### src/rtl/fib_pkg.sv
// Shared types and constants for the Fibonacci stream generator.
package fib_pkg;

  typedef enum logic [1:0] {
    IDLE = 2'd0,
    RUN  = 2'd1,
    DONE = 2'd2
  } fib_state_t;

  localparam int FIB_WIDTH_DEF = 8;
  localparam int FIB_CNT_W_DEF = 8;

  localparam int F0 = 0;
  localparam int F1 = 1;

endpackage

### src/rtl/fib_adder_ovf.sv
// WIDTH-bit adder returning the truncated sum and the carry out of the top bit.
module fib_adder_ovf #(
  parameter int WIDTH = 8
) (
  input  logic [WIDTH-1:0] a_i,
  input  logic [WIDTH-1:0] b_i,
  output logic [WIDTH-1:0] sum_o,
  output logic             carry_o
);

  logic [WIDTH:0] sum_full;

  assign sum_full = {1'b0, a_i} + {1'b0, b_i};
  assign sum_o    = sum_full[WIDTH-1:0];
  assign carry_o  = sum_full[WIDTH];

endmodule

### src/rtl/fib_seq_stream.sv
// Handshake-driven Fibonacci term source. Define FIB_OVF_DETECT_EN to truncate
// the stream before the first term that would not fit in WIDTH bits.
module fib_seq_stream
  import fib_pkg::*;
#(
  parameter int WIDTH = FIB_WIDTH_DEF,
  parameter int CNT_W = FIB_CNT_W_DEF
) (
  input  logic             clk,
  input  logic             rst,
  input  logic             start,
  input  logic [CNT_W-1:0] num_terms,
  output logic             busy,
  output logic             out_valid,
  input  logic             out_ready,
  output logic [WIDTH-1:0] out_data,
  output logic             out_last,
  output logic             done,
  output logic             overflow
);

  fib_state_t       state_q;
  logic [WIDTH-1:0] a_q, b_q, b_d;
  logic [CNT_W-1:0] idx_q, num_q;
  logic             cnt_last, last_w;

`ifdef FIB_OVF_DETECT_EN
  logic bovf_d, bovf_q, ovf_q;
`else
  logic carry_unused;
`endif

  fib_adder_ovf #(.WIDTH(WIDTH)) u_add (
    .a_i     (a_q),
    .b_i     (b_q),
    .sum_o   (b_d),
`ifdef FIB_OVF_DETECT_EN
    .carry_o (bovf_d)
`else
    .carry_o (carry_unused)
`endif
  );

  assign cnt_last = (idx_q == num_q - CNT_W'(1));
`ifdef FIB_OVF_DETECT_EN
  // A wrapped successor means the current term is the last representable one.
  assign last_w   = cnt_last || bovf_q;
  assign overflow = ovf_q;
`else
  assign last_w   = cnt_last;
  assign overflow = 1'b0;
`endif

  assign busy      = (state_q != IDLE);
  assign out_valid = (state_q == RUN);
  assign out_data  = a_q;
  assign out_last  = (state_q == RUN) && last_w;
  assign done      = (state_q == DONE);

  always_ff @(posedge clk or posedge rst) begin
    if (rst) begin
      state_q <= IDLE;
      a_q     <= '0;
      b_q     <= '0;
      idx_q   <= '0;
      num_q   <= '0;
`ifdef FIB_OVF_DETECT_EN
      bovf_q  <= 1'b0;
      ovf_q   <= 1'b0;
`endif
    end else begin
      case (state_q)
        IDLE: begin
          if (start) begin
            a_q     <= WIDTH'(F0);
            b_q     <= WIDTH'(F1);
            idx_q   <= '0;
            num_q   <= num_terms;
`ifdef FIB_OVF_DETECT_EN
            bovf_q  <= 1'b0;
            ovf_q   <= 1'b0;
`endif
            state_q <= (num_terms == '0) ? DONE : RUN;
          end
        end
        RUN: begin
          if (out_ready) begin
            a_q   <= b_q;
            b_q   <= b_d;
            idx_q <= idx_q + CNT_W'(1);
`ifdef FIB_OVF_DETECT_EN
            bovf_q <= bovf_d;
`endif
            if (last_w) begin
              state_q <= DONE;
`ifdef FIB_OVF_DETECT_EN
              ovf_q   <= bovf_q && !cnt_last;
`endif
            end
          end
        end
        DONE:    state_q <= IDLE;
        default: state_q <= IDLE;
      endcase
    end
  end

endmodule
### config.mk
export PLATFORM = sky130hd
export DESIGN_NAME = fib_seq_stream
export DESIGN_NICKNAME = d
export VERILOG_FILES = /design/src/rtl/fib_pkg.sv /design/src/rtl/fib_adder_ovf.sv /design/src/rtl/fib_seq_stream.sv
export SDC_FILE = /design/constraint.sdc
export NUM_CORES = 1
export LEC_CHECK = 0
export CORE_MARGIN = 3
export CORE_UTILIZATION = 42
export CTS_BUF_LIST = sky130_fd_sc_hd__clkbuf_8 sky130_fd_sc_hd__clkbuf_16
export DETAILED_ROUTE_END_ITERATION = 16
export GPL_TIMING_DRIVEN = 0
export PLACE_DENSITY_LB_ADDON = 0.15
export SKIP_CTS_REPAIR_TIMING = 1
export SLEW_MARGIN = 30
export SYNTH_ARGS = -nofsm -noshare
export SYNTH_HDL_FRONTEND = slang
export SYNTH_SLANG_ARGS = --single-unit
### constraint.sdc
create_clock -name clk -period 3.3 [get_ports clk]
set_clock_uncertainty 0.05 [all_clocks]
set_input_delay 0.495 -clock clk [delete_from_list [all_inputs] [get_ports clk]]
set_output_delay 0.495 -clock clk [all_outputs]
set_load 0.02 [all_outputs]
* Word level (Yosys, flattened, before mapping)
Index checks and enable logic that the tools add are counted.
** Word-level totals
- Register bits :: 34
- Input port bits :: 12
- Output and inout bits :: 13
- Logic and storage cells :: 35
** Operators by class
- $add $sub $neg :: 3
- Eq/ne operators :: 6
- Mux-type cells :: 13
- Reductions and logical operators :: 8
** Operators by type and width (count)
- case mux 8 bit (2 select lines) :: 3
- 2-to-1 mux 8 bit :: 5
- adder 8 x 1 -> 8 bit, second input constant :: 1
- adder 8 bit :: 1
- equality test 8 bit :: 1
- logical NOT 8 bit :: 1
- 2-to-1 mux 2 bit :: 4
- subtractor 8 x 1 -> 8 bit, second input constant :: 1
- AND reduction 3 bit :: 2
- inequality test 2 x 1 -> 1 bit, second input constant :: 2
- case mux 2 bit (2 select lines) :: 1
- nonzero test 2 bit :: 2
- equality test 2 x 1 -> 1 bit, second input constant :: 1
- equality test 2 bit, second input constant :: 1
- logical NOT 2 bit :: 1
- inequality test 2 bit, second input constant :: 1
- AND reduction 2 bit :: 1
- logical AND 1 bit :: 1

* Depth between registers and ports, before layout
Gate-level depths: netlist of the first run.
- Word-level depth :: 5
- Mapped depth :: 9
- Gate-level depth less buffers :: 8

* Modules after synthesis
Synthesis of the first run repeated with hierarchy kept, for this count alone.
** Unflattened totals
- Cell total of the unflattened synthesis :: 188
- Area, all modules :: 1984.4 um^2
** Modules (own cells, without submodules)
- fib_seq_stream :: instances 1, cells each 146, area an instance 1660.3 um^2, seq. area each 850.8 um^2
- fib_adder_ovf :: instances 1, cells each 42, area an instance 324.1 um^2, seq. area each 0.0 um^2

* Worst setup path before layout of the first run
No wires, ideal clock.
- Path kind :: register to output
- Start point :: register num_q[0]
- End point :: output out_last
- Arrival time :: 1665 ps
- Required time :: 2755 ps
- Setup slack :: 1090 ps
- Cell stages (with the launch flop) :: 9
- Buffers on the path :: 1
- Cell sequence :: dfrtp_1 > inv_1 > ha_1 > clkbuf_1 > nor4_1 > a31oi_1 > o32ai_1 > o2111ai_1 > nor2_1
** On the way
- Word-level cells in the longest chain between the ends :: 3
** Ends and longest elaborated chain
- from (decl) :: line fib_seq_stream.sv:24 : logic [CNT_W-1:0] idx_q, num_q;
- from (signal assigned) :: line fib_seq_stream.sv:78 : num_q <= num_terms;
- subtractor 8 x 1 -> 8 bit :: line fib_seq_stream.sv:44 : assign cnt_last = (idx_q == num_q - CNT_W'(1));
- equality test 8 bit :: line fib_seq_stream.sv:44
- logical AND 1 bit :: line fib_seq_stream.sv:57 : assign out_last = (state_q == RUN) && last_w;
- to (decl) :: line fib_seq_stream.sv:17 : output logic out_last,
Every way passes these cells.

* Worst setup path in the final report of the first run
Ends and elaborated chain as after synthesis.

==> results.tsv, run 1 <==
stage	metric	value	unit
yosys	synth_top_area_share	0.4421	
yosys	synth_area	1924	µm²
place	dp.cells	265	
worst_setup_path	worstRegToRegCells	7	
final_layout	seqCellArea	850.8	µm²
timing	slew_viol_final	0	
timing	fin_tns_setup	0	ns
yosys	synthFlopType	dfrtp_1	
worst_hold_path	hold_start	b_q[6]	
power_and_ir_drop	p_leak	0.001017	µW
final_layout	diodes	0	
routing	viasPerCell	5.489	
clock_tree	cts_tree	yes	
timing	hold_viol_final	0	
clock_tree	cts_inserted_buffers	5	
yosys	synth_edf_count	0	
global_routing	grt_pass1_vias	1525	
yosys	yosys_warnings	0	
final_layout	stdcell_count	272	
yosys	synth_top_family_by_area	simple AND/OR/NAND/NOR gates	
die	rows	23	
yosys	synth_xor_area_frac	0.1001	
power_and_ir_drop	ir_drop	0.0005397	V
place	io_buffer_count	23	
yosys	synth.distinct_cells	42	
timing	setup_violations	0	
yosys	synth.mux.area_fraction	0.03511	
die	die_y	73.69	µm
clock_tree	root_buffer	clkbuf_8	
worst_setup_path	critPathMaxFanout	8	
timing	rsz0062_at_grt	no	
yosys	synth_nets	214	
place	place_congestion	0.8249	
yosys	ys_seq_area_frac	0.4421	
die	dieArea	5430	µm²
worst_hold_path	min_to	b_q[6]	
routing	vias	1493	
final_layout	fillers	369	
flow_run	cap_violations	0	
yosys	yosys.area_share.adder	0.06892	
clock_tree	clockBufferDepth	2	
worst_setup_path	r2r_start	out_data[1]	
worst_hold_path	whs_path_depth	2	
timing	worst_slack	0.2195	ns
place	place_hpwl	3075	µm
worst_hold_path	hold_class	register to register	
worst_setup_path	r2r-end	b_q[7]	
yosys	postSynthCellCount	192	
clock_tree	insertion_delay	0.28	ns
timing	finalCriticalPeriod	3.081	ns
worst_setup_path	reg2reg_slack	1.10	ns
yosys	yosys.area.top_type	dfrtp_1	
yosys	yosys_register_bits	34	
worst_setup_path	path_class	register to primary output	
timing	max_slew_margin	0.5272	
yosys	syn-mean-instance-area	10.02	µm²
worst_setup_path	critPathArrivalTime	2.54	ns
global_routing	grt.overflow.total	0	
routing	wirelength	4079	µm
yosys	async_flop_share	1.000	
power_and_ir_drop	powerDensity	1043	nW/µm²
routing	drc	0	
routing	wire_per_inst	15.00	µm
global_routing	grt_max_degree	35	
global_routing	grt_pass1_wl	7058	µm
yosys	synth_compound_area_frac	0.1430	
yosys	synth.area.top_cells	dfrtp_1, xnor2_1, ha_1, a22o_1, xor2_1	
timing	fin_crit_sh	0.9335	
clock_tree	h-tree-depth	2	
timing	tightest_slew	0.7081	ns
final_layout	layout-drive-gt1-share	0.1171	
global_routing	antenna_found_initial	0	
worst_setup_path	cp-start-kind	register	
worst_setup_path	end_kind	primary output	
routing	drtPass1Iterations	4	
routing	drt_first_iter_violations	103	
timing	max_freq	0.3246	GHz
worst_setup_path	cp.required	2.75	ns
die	fp.coreArea	4202	µm²
die	io_pins	25	
clock_tree	clk_pin_slew	0.07	ns
final_layout	syn2layout_area_growth	21.00	%
yosys	synth_simple_gate_area_frac	0.1612	
place	place_ws	0.4226	ns
die	start_util	0.4580	
global_routing	grt_use_total	0.1657	
routing	ant_nets	0	
die	die_x	73.69	µm
clock_tree	clock_sinks	34	
final_layout	multi_input_area	988.4	µm²
run_status	status	finished, final reports clean	
final_layout	nets	243	
-- power breakdown --
| group | internal (µW) | switching [µW] | total [µW] |
|---|---|---|---|
| sequential | 602 | 188 | 790 |
| clock | 222 | 154 | 376 |
| combinational | 610 | 652 | 1260 |
| total | 1430 | 994 | 2430 |
-- worst max-delay path by stage --
| stage | start | endpoint | slack (ns) | depth (start not counted) |
|---|---|---|---|---|
| after detailed placement | num_q[0] | out_last | 0.42 | 10 |
| after CTS | num_q[0] | out_last | 0.10 | 10 |
| after floorplan | num_q[0] | out_last | 1.09 | 8 |
| final | num_q[0] | out_last | 0.22 | 8 |
| after global placement | num_q[0] | out_last | 0.54 | 9 |
| after global routing | num_q[0] | out_last | 0.0005 | 8 |
-- through the flow --
stage               hold slack [ns]  utilization  area, µm²  total power (µW)
global placement             0.4369       0.5277       2217              1989
finish                       0.4717       0.5542       2328              2428
CTS                          0.4677       0.5536       2326              2434
global route                 0.5043       0.5542       2328              2629
floorplan                    0.4214            -       1924              1702
detailed placement           0.4584       0.5277       2217              2056
-- state kept, by name, indices dropped and copies added (netlist names) --
| register | cells |
|---|---|
| b_q | 8 |
| idx_q | 8 |
| num_q | 8 |
| out_data | 8 |
| state_q | 2 |
-- critical path, cell delays in order, from the launching register on --
cell	delay (ns)
dfrtp_1	0.39
inv_1	0.07
ha_1	0.31
nor4_1	0.30
a31oi_1	0.08
o32ai_1	0.16
o2111ai_1	0.19
nor2_1	0.14
clkdlybuf4s50_1	0.62
-- kinds of logic after synthesis --
kind of cell,after synthesis
simple gates,57
fa+ha+maj,10
xor+xnor,22
buf+inv,20
mux,6
other cells,1
flops,34
compound gates,42
-- Yosys cell counts, types with 2 or more instances --
| library cell | instances |
|---|---|
| nand3_1 | 5 |
| o21ai_1 | 2 |
| inv_1 | 9 |
| xor2_1 | 8 |
| nor2_1 | 11 |
| ha_1 | 9 |
| and3_1 | 2 |
| a22o_1 | 9 |
| nand4_1 | 2 |
| mux2_2 | 6 |
| o21bai_1 | 2 |
| a21oi_1 | 6 |
| nand2_1 | 18 |
| nand2b_1 | 3 |
| o21ai_0 | 13 |
| buf_4 | 2 |
| dfrtp_1 | 34 |
| a31oi_1 | 2 |
| nor4_1 | 5 |
| xnor2_1 | 14 |
| clkbuf_1 | 7 |
| a21o_1 | 3 |
-- per-layer routing --
metal  up-vias  global-route usage  part of all wire
met3         4             0.03830             0.045
li1        723                   -                 -
met1       728              0.2455              0.49
met4         0             0.04225            0.0059
met5         -                   0                 0
met2        38              0.2421              0.46
-- final cells by class --
class                   instances  area share
well taps                      50     0.02687
plain buffers                  10     0.02311
flip-flops and latches         34      0.3654
multi-input cells             138      0.4245
inverters                       9     0.01451
repair buffers                 23     0.09887
clock buffers                   5     0.02955
clock inverters                 3     0.01720
-- cell usage in the layout (no fill, tap or decap), types with 8 or more instances in the layout --
cell and count:
ha_1 9, xnor2_1 14, nor2_1 11, inv_1 8
nand2_1 18, a22o_1 9, xor2_1 8, dfrtp_1 34
o21ai_0 13, clkdlybuf4s50_1 23
Power figures use the tool's default switching activity.
==> run 2: changes to the inputs <==
--- a/config.mk
+++ b/config.mk
@@ -6,7 +6,7 @@
 export NUM_CORES = 1
 export LEC_CHECK = 0
 export CORE_MARGIN = 3
-export CORE_UTILIZATION = 42
+export CORE_UTILIZATION = 55
 export CTS_BUF_LIST = sky130_fd_sc_hd__clkbuf_8 sky130_fd_sc_hd__clkbuf_16
 export DETAILED_ROUTE_END_ITERATION = 16
 export GPL_TIMING_DRIVEN = 0
==> results.tsv, run 2 (synthesized netlist as in run 1, its figures left out) <==
stage	metric	value	unit	change
power_and_ir_drop	powerDensity	1049	nW/µm²	was 1043 nW/µm²
final_layout	layout-drive-gt1-share	0.1171		unchanged
timing	max_freq	0.3257	GHz	was 0.3246 GHz
routing	drt_first_iter_violations	98		was 103
worst_setup_path	worstRegToRegCells	8		was 7
final_layout	nets	243		unchanged
worst_setup_path	cp-start-kind	register		unchanged
clock_tree	cts_tree	yes		unchanged
worst_setup_path	r2r_start	out_data[0]		was out_data[1]
global_routing	grt_pass1_wl	7320	µm	was 7058 µm
routing	viasPerCell	5.669		was 5.489
global_routing	antenna_found_initial	0		unchanged
worst_setup_path	r2r-end	b_q[6]		was b_q[7]
worst_setup_path	end_kind	primary output		unchanged
timing	tightest_slew	0.7053	ns	was 0.7081 ns
routing	drc	0		unchanged
worst_hold_path	hold_class	register to register		unchanged
global_routing	grt_pass1_vias	1604		was 1525
routing	vias	1508		was 1493
place	io_buffer_count	23		unchanged
timing	setup_violations	0		unchanged
die	die_y	65.15	µm	was 73.69 µm
final_layout	syn2layout_area_growth	20.68	%	was 21.00%
die	die_x	65.15	µm	was 73.69 µm
place	place_congestion	0.8687		was 0.8249
worst_hold_path	hold_start	b_q[7]		was b_q[6]
clock_tree	clock_sinks	34		unchanged
timing	rsz0062_at_grt	no		unchanged
global_routing	grt.overflow.total	0		unchanged
timing	fin_tns_setup	0	ns	unchanged
power_and_ir_drop	ir_drop	0.0005439	V	was 0.0005397 V
run_status	status	finished, final reports clean		unchanged
die	rows	20		was 23
clock_tree	clk_pin_slew	0.07	ns	about the same
die	fp.coreArea	3203	µm²	was 4202 µm²
final_layout	fillers	251		was 369
timing	max_slew_margin	0.5291		was 0.5272
clock_tree	clockBufferDepth	2		unchanged
die	start_util	0.6008		was 0.4580
worst_hold_path	min_to	b_q[7]		was b_q[6]
timing	finalCriticalPeriod	3.070	ns	was 3.081 ns
power_and_ir_drop	power.total	2437	µW	was 2428 µW
worst_setup_path	max_stage_delay	0.61	ns	was 0.62 ns
worst_setup_path	reg2reg_slack	1.09	ns	was 1.10 ns
place	place_hpwl	3034	µm	was 3075 µm
final_layout	diodes	0		unchanged
timing	fin_crit_sh	0.9303		was 0.9335
clock_tree	cts_inserted_buffers	5		unchanged
die	io_pins	25		unchanged
routing	wirelength	4202	µm	was 4079 µm
worst_setup_path	critPathSlowestCell	clkdlybuf4s50_1		unchanged
clock_tree	root_buffer	clkbuf_8		unchanged
worst_setup_path	critical_path_buf_inv_count	2		unchanged
worst_setup_path	cp.required	2.75	ns	about the same
flow_run	cap_violations	0		unchanged
clock_tree	h-tree-depth	2		unchanged
routing	drtPass1Iterations	4		unchanged
worst_setup_path	path_class	register to primary output		unchanged
worst_setup_path	crit_family	buffers and inverters		unchanged
routing	ant_nets	0		unchanged
worst_setup_path	path_cells	inv_1 -> ha_1 -> nand2b_1 -> nand3_1 -> o21ai_0 -> a21oi_1 -> o2111ai_1 -> nor2_1 -> clkdlybuf4s50_1		was inv_1 -> ha_1 -> nor4_1 -> a31oi_1 -> o32ai_1 -> o2111ai_1 -> nor2_1 -> clkdlybuf4s50_1
worst_hold_path	whs_path_depth	2		unchanged
timing	hold_viol_final	0		unchanged
final_layout	layout_common_cells	dfrtp_1, clkdlybuf4s50_1, nand2_1, xnor2_1, o21ai_0		unchanged
worst_setup_path	critPathMaxFanout	8		unchanged
power_and_ir_drop	p_leak	0.001016	µW	was 0.001017 µW
die	dieArea	4245	µm²	was 5430 µm²
global_routing	grt_max_degree	35		unchanged
timing	holdWs	0.4721	ns	was 0.4717 ns
timing	slew_viol_final	0		unchanged
worst_setup_path	critPathArrivalTime	2.52	ns	was 2.54 ns
routing	wire_per_inst	15.80	µm	was 15.00 µm
clock_tree	insertion_delay	0.28	ns	about the same
global_routing	grt_use_total	0.2287		was 0.1657
final_layout	final_common_cell	dfrtp_1		unchanged
[run 2: through the flow]
| step | util | cells | area (µm²) | setup slack, ns |
|---|---|---|---|---|
| after floorplan | - | 192 | 1924 | 1.090 |
| after global placement | 0.6898 | 259 | 2210 | 0.5292 |
| after detailed placement | 0.6898 | 259 | 2210 | 0.4528 |
| after CTS | 0.7242 | 267 | 2320 | 0.1381 |
| after global routing | 0.7250 | 266 | 2322 | 0.02086 |
| final | 0.7250 | 266 | 2322 | 0.2302 |
[run 2: power by group]
| part | switching [µW] | internal (µW) |
|---|---|---|
| Combinational | 676 | 610 |
| Clock | 152 | 211 |
| Sequential | 185 | 603 |
| Total | 1010 | 1420 |
[run 2: layout make-up]
cell class                 count  area, µm²  area share
buffer                        10      53.80     0.02317
clock buffer                   8      110.1     0.04741
multi-input combinational    138      988.4      0.4256
tap                           44      55.05     0.02371
timing repair buffer          23      230.2     0.09914
inverter                       9      33.78     0.01455
sequential                    34      850.8      0.3664
[run 2: layer usage]
layer / global-route usage / wire length (µm) / vias to the layer above
met3: 0.05812 / 188 / 12
met1: 0.2673 / 1751 / 726
met4: 0.1140 / 109 / 0
li1: - / - / 725
met2: 0.3895 / 2152 / 45
met5: 0 / 0 / -
[run 2: worst max-delay path by stage]
stage                        start  endpoint  slack, ns  cells after the start
after floorplan           num_q[0]  out_last       1.09                      8
after global placement    num_q[0]  out_last       0.53                     10
after detailed placement  num_q[0]  out_last       0.45                     10
after CTS                 num_q[0]  out_last       0.14                     10
after global routing      num_q[0]  out_last       0.02                      9
final                     num_q[0]  out_last       0.23                      9
[run 2: tightest hold or removal path: stages (launching register included)]
cell	delay [ns]
dfrtp_1	0.36
nand2_1	0.05
o211ai_1	0.07
==> run 3: changes to the inputs <==
--- a/config.mk
+++ b/config.mk
@@ -8,11 +8,11 @@
 export CORE_MARGIN = 3
 export CORE_UTILIZATION = 55
 export CTS_BUF_LIST = sky130_fd_sc_hd__clkbuf_8 sky130_fd_sc_hd__clkbuf_16
+export CTS_CLUSTER_DIAMETER = 80
 export DETAILED_ROUTE_END_ITERATION = 16
 export GPL_TIMING_DRIVEN = 0
 export PLACE_DENSITY_LB_ADDON = 0.15
 export SKIP_CTS_REPAIR_TIMING = 1
-export SLEW_MARGIN = 30
 export SYNTH_ARGS = -nofsm -noshare
 export SYNTH_HDL_FRONTEND = slang
 export SYNTH_SLANG_ARGS = --single-unit
==> results.tsv, run 3 (synthesized netlist as in run 1, its figures left out) <==
stage	metric	value	unit	change
run_status	status	finished, final reports clean		unchanged
global_routing	grt.overflow.total	0		unchanged
die	die_y	65.15	µm	unchanged
worst_hold_path	hold_class	input pin to asynchronous set/reset pin		was register to register
clock_tree	cts_tree	yes		unchanged
routing	drc	0		unchanged
routing	vias	1548		was 1508
timing	slew_viol_final	0		unchanged
die	rows	20		unchanged
power_and_ir_drop	p_leak	0.001023	µW	was 0.001016 µW
timing	fin_tns_setup	0	ns	unchanged
timing	setup_violations	0		unchanged
power_and_ir_drop	ir_drop	0.0005471	V	was 0.0005439 V
place	io_buffer_count	23		unchanged
die	fp.coreArea	3203	µm²	unchanged
timing	tightest_slew	0.5445	ns	was 0.7053 ns
die	io_pins	25		unchanged
global_routing	grt_use_total	0.2287		unchanged
timing	worst_slack	0.2120	ns	was 0.2302 ns
worst_setup_path	path_cells	inv_1 -> ha_1 -> nand2b_1 -> nand3_1 -> o21ai_0 -> a21oi_1 -> o2111ai_1 -> nor2_1 -> clkdlybuf4s50_1		unchanged
worst_setup_path	max_stage_delay	0.61	ns	about the same
final_layout	diodes	0		unchanged
clock_tree	clock_sinks	34		unchanged
flow_run	cap_violations	0		unchanged
power_and_ir_drop	powerDensity	1045	nW/µm²	was 1049 nW/µm²
global_routing	grt_pass1_wl	7320	µm	unchanged
place	place_congestion	0.8687		unchanged
final_layout	syn2layout_area_growth	21.72	%	was 20.68%
final_layout	final_common_cell	dfrtp_1		unchanged
worst_setup_path	cp.required	2.75	ns	about the same
clock_tree	clk_pin_slew	0.07	ns	about the same
worst_setup_path	critical_path_buf_inv_count	2		unchanged
routing	drt_first_iter_violations	116		was 98
routing	wire_per_inst	16.08	µm	was 15.80 µm
routing	wirelength	4294	µm	was 4202 µm
timing	hold_viol_final	0		unchanged
place	place_ws	0.4528	ns	unchanged
worst_setup_path	critPathArrivalTime	2.54	ns	was 2.52 ns
final_layout	nets	244		was 243
clock_tree	root_buffer	clkbuf_8		unchanged
routing	drtPass1Iterations	4		unchanged
timing	finalCriticalPeriod	3.088	ns	was 3.070 ns
clock_tree	cts_inserted_buffers	5		unchanged
final_layout	layout_common_cells	dfrtp_1, clkdlybuf4s50_1, nand2_1, xnor2_1, o21ai_0		unchanged
timing	max_freq	0.3238	GHz	was 0.3257 GHz
routing	viasPerCell	5.798		was 5.669
timing	max_slew_margin	0.6370		was 0.5291
clock_tree	clockBufferDepth	2		unchanged
global_routing	grt_max_degree	35		unchanged
timing	fin_crit_sh	0.9358		was 0.9303
worst_setup_path	end_kind	primary output		unchanged
clock_tree	h-tree-depth	2		unchanged
place	place_hpwl	3034	µm	about the same
worst_setup_path	critPathMaxFanout	8		unchanged
timing	rsz0062_at_grt	no		unchanged
global_routing	grt_pass1_vias	1604		unchanged
die	start_util	0.6008		unchanged
clock_tree	insertion_delay	0.29	ns	was 0.28 ns
worst_setup_path	path_class	register to primary output		unchanged
final_layout	layout-drive-gt1-share	0.1166		was 0.1171
worst_setup_path	critPathSlowestCell	clkdlybuf4s50_1		unchanged
global_routing	antenna_found_initial	0		unchanged
worst_setup_path	crit_family	buffers and inverters		unchanged
worst_setup_path	cp-start-kind	register		unchanged
die	die_x	65.15	µm	unchanged
routing	ant_nets	0		unchanged
die	dieArea	4245	µm²	unchanged
-- run 3: cell count changes in the layout (fill, tap and decap cells not counted), sizes merged --
cell,before,now
buf,4,5
clkinv,0,1
inv,9,8
-- run 3: worst paths after layout --
kind | start | to | slack, ns | cells after the start
hold / removal | rst | idx_q[6] | 0.38 | 2
setup / recovery | num_q[0] | out_last | 0.21 | 9
setup reg to reg | out_data[0] | b_q[6] | 1.07 | 8
min in group clk | b_q[4] | b_q[4] | 0.47 | 2
max in group asynchronous | rst | out_data[4] | 2.40 | 3
hold reg to reg | b_q[4] | b_q[4] | 0.47 | 2
-- run 3: area by class of cell --
type / count / area, µm²
multi-input combinational: 138 / 988.4
fill: 247 / 860.8
sequential: 34 / 850.8
timing repair buffer: 24 / 250.2
clock buffer: 8 / 110.1
tap: 44 / 55.05
buffer: 10 / 53.80
inverter: 9 / 33.78
-- run 3: stage by stage --
step	total power [µW]	util	cells	hold slack, ns	instance area [µm²]
floorplan	1702	-	192	0.4214	1924
global placement	1982	0.6898	259	0.4410	2210
detailed placement	2060	0.6898	259	0.4614	2210
CTS	2435	0.7242	267	0.4755	2320
global route	2633	0.7313	267	0.3905	2342
finish	2447	0.7313	267	0.3796	2342
-- run 3: worst reg2reg max path, cell delays in order (launching register included) --
cell and delay, ns:
dfrtp_1 0.40, ha_1 0.24, fa_1 0.41, a21o_1 0.18
a21oi_1 0.27, o21bai_1 0.10, a21oi_1 0.19, xor2_1 0.16
o21ai_0 0.09
-- run 3: metal layers --
metal	track usage	wire, µm	part of all wire	vias to the layer above
li1	-	-	-	728
met1	0.2673	1819	0.42	755
met2	0.3895	2166	0.50	51
met3	0.05812	200	0.047	14
met4	0.1140	108	0.025	0
met5	0	0	0	-
-- run 3: power breakdown --
part	leakage (µW)	switching (µW)	internal, µW
logic	0.000541	678	612
registers	0.000425	187	602
clock network	0.0000575	155	211
total	0.00102	1020	1430
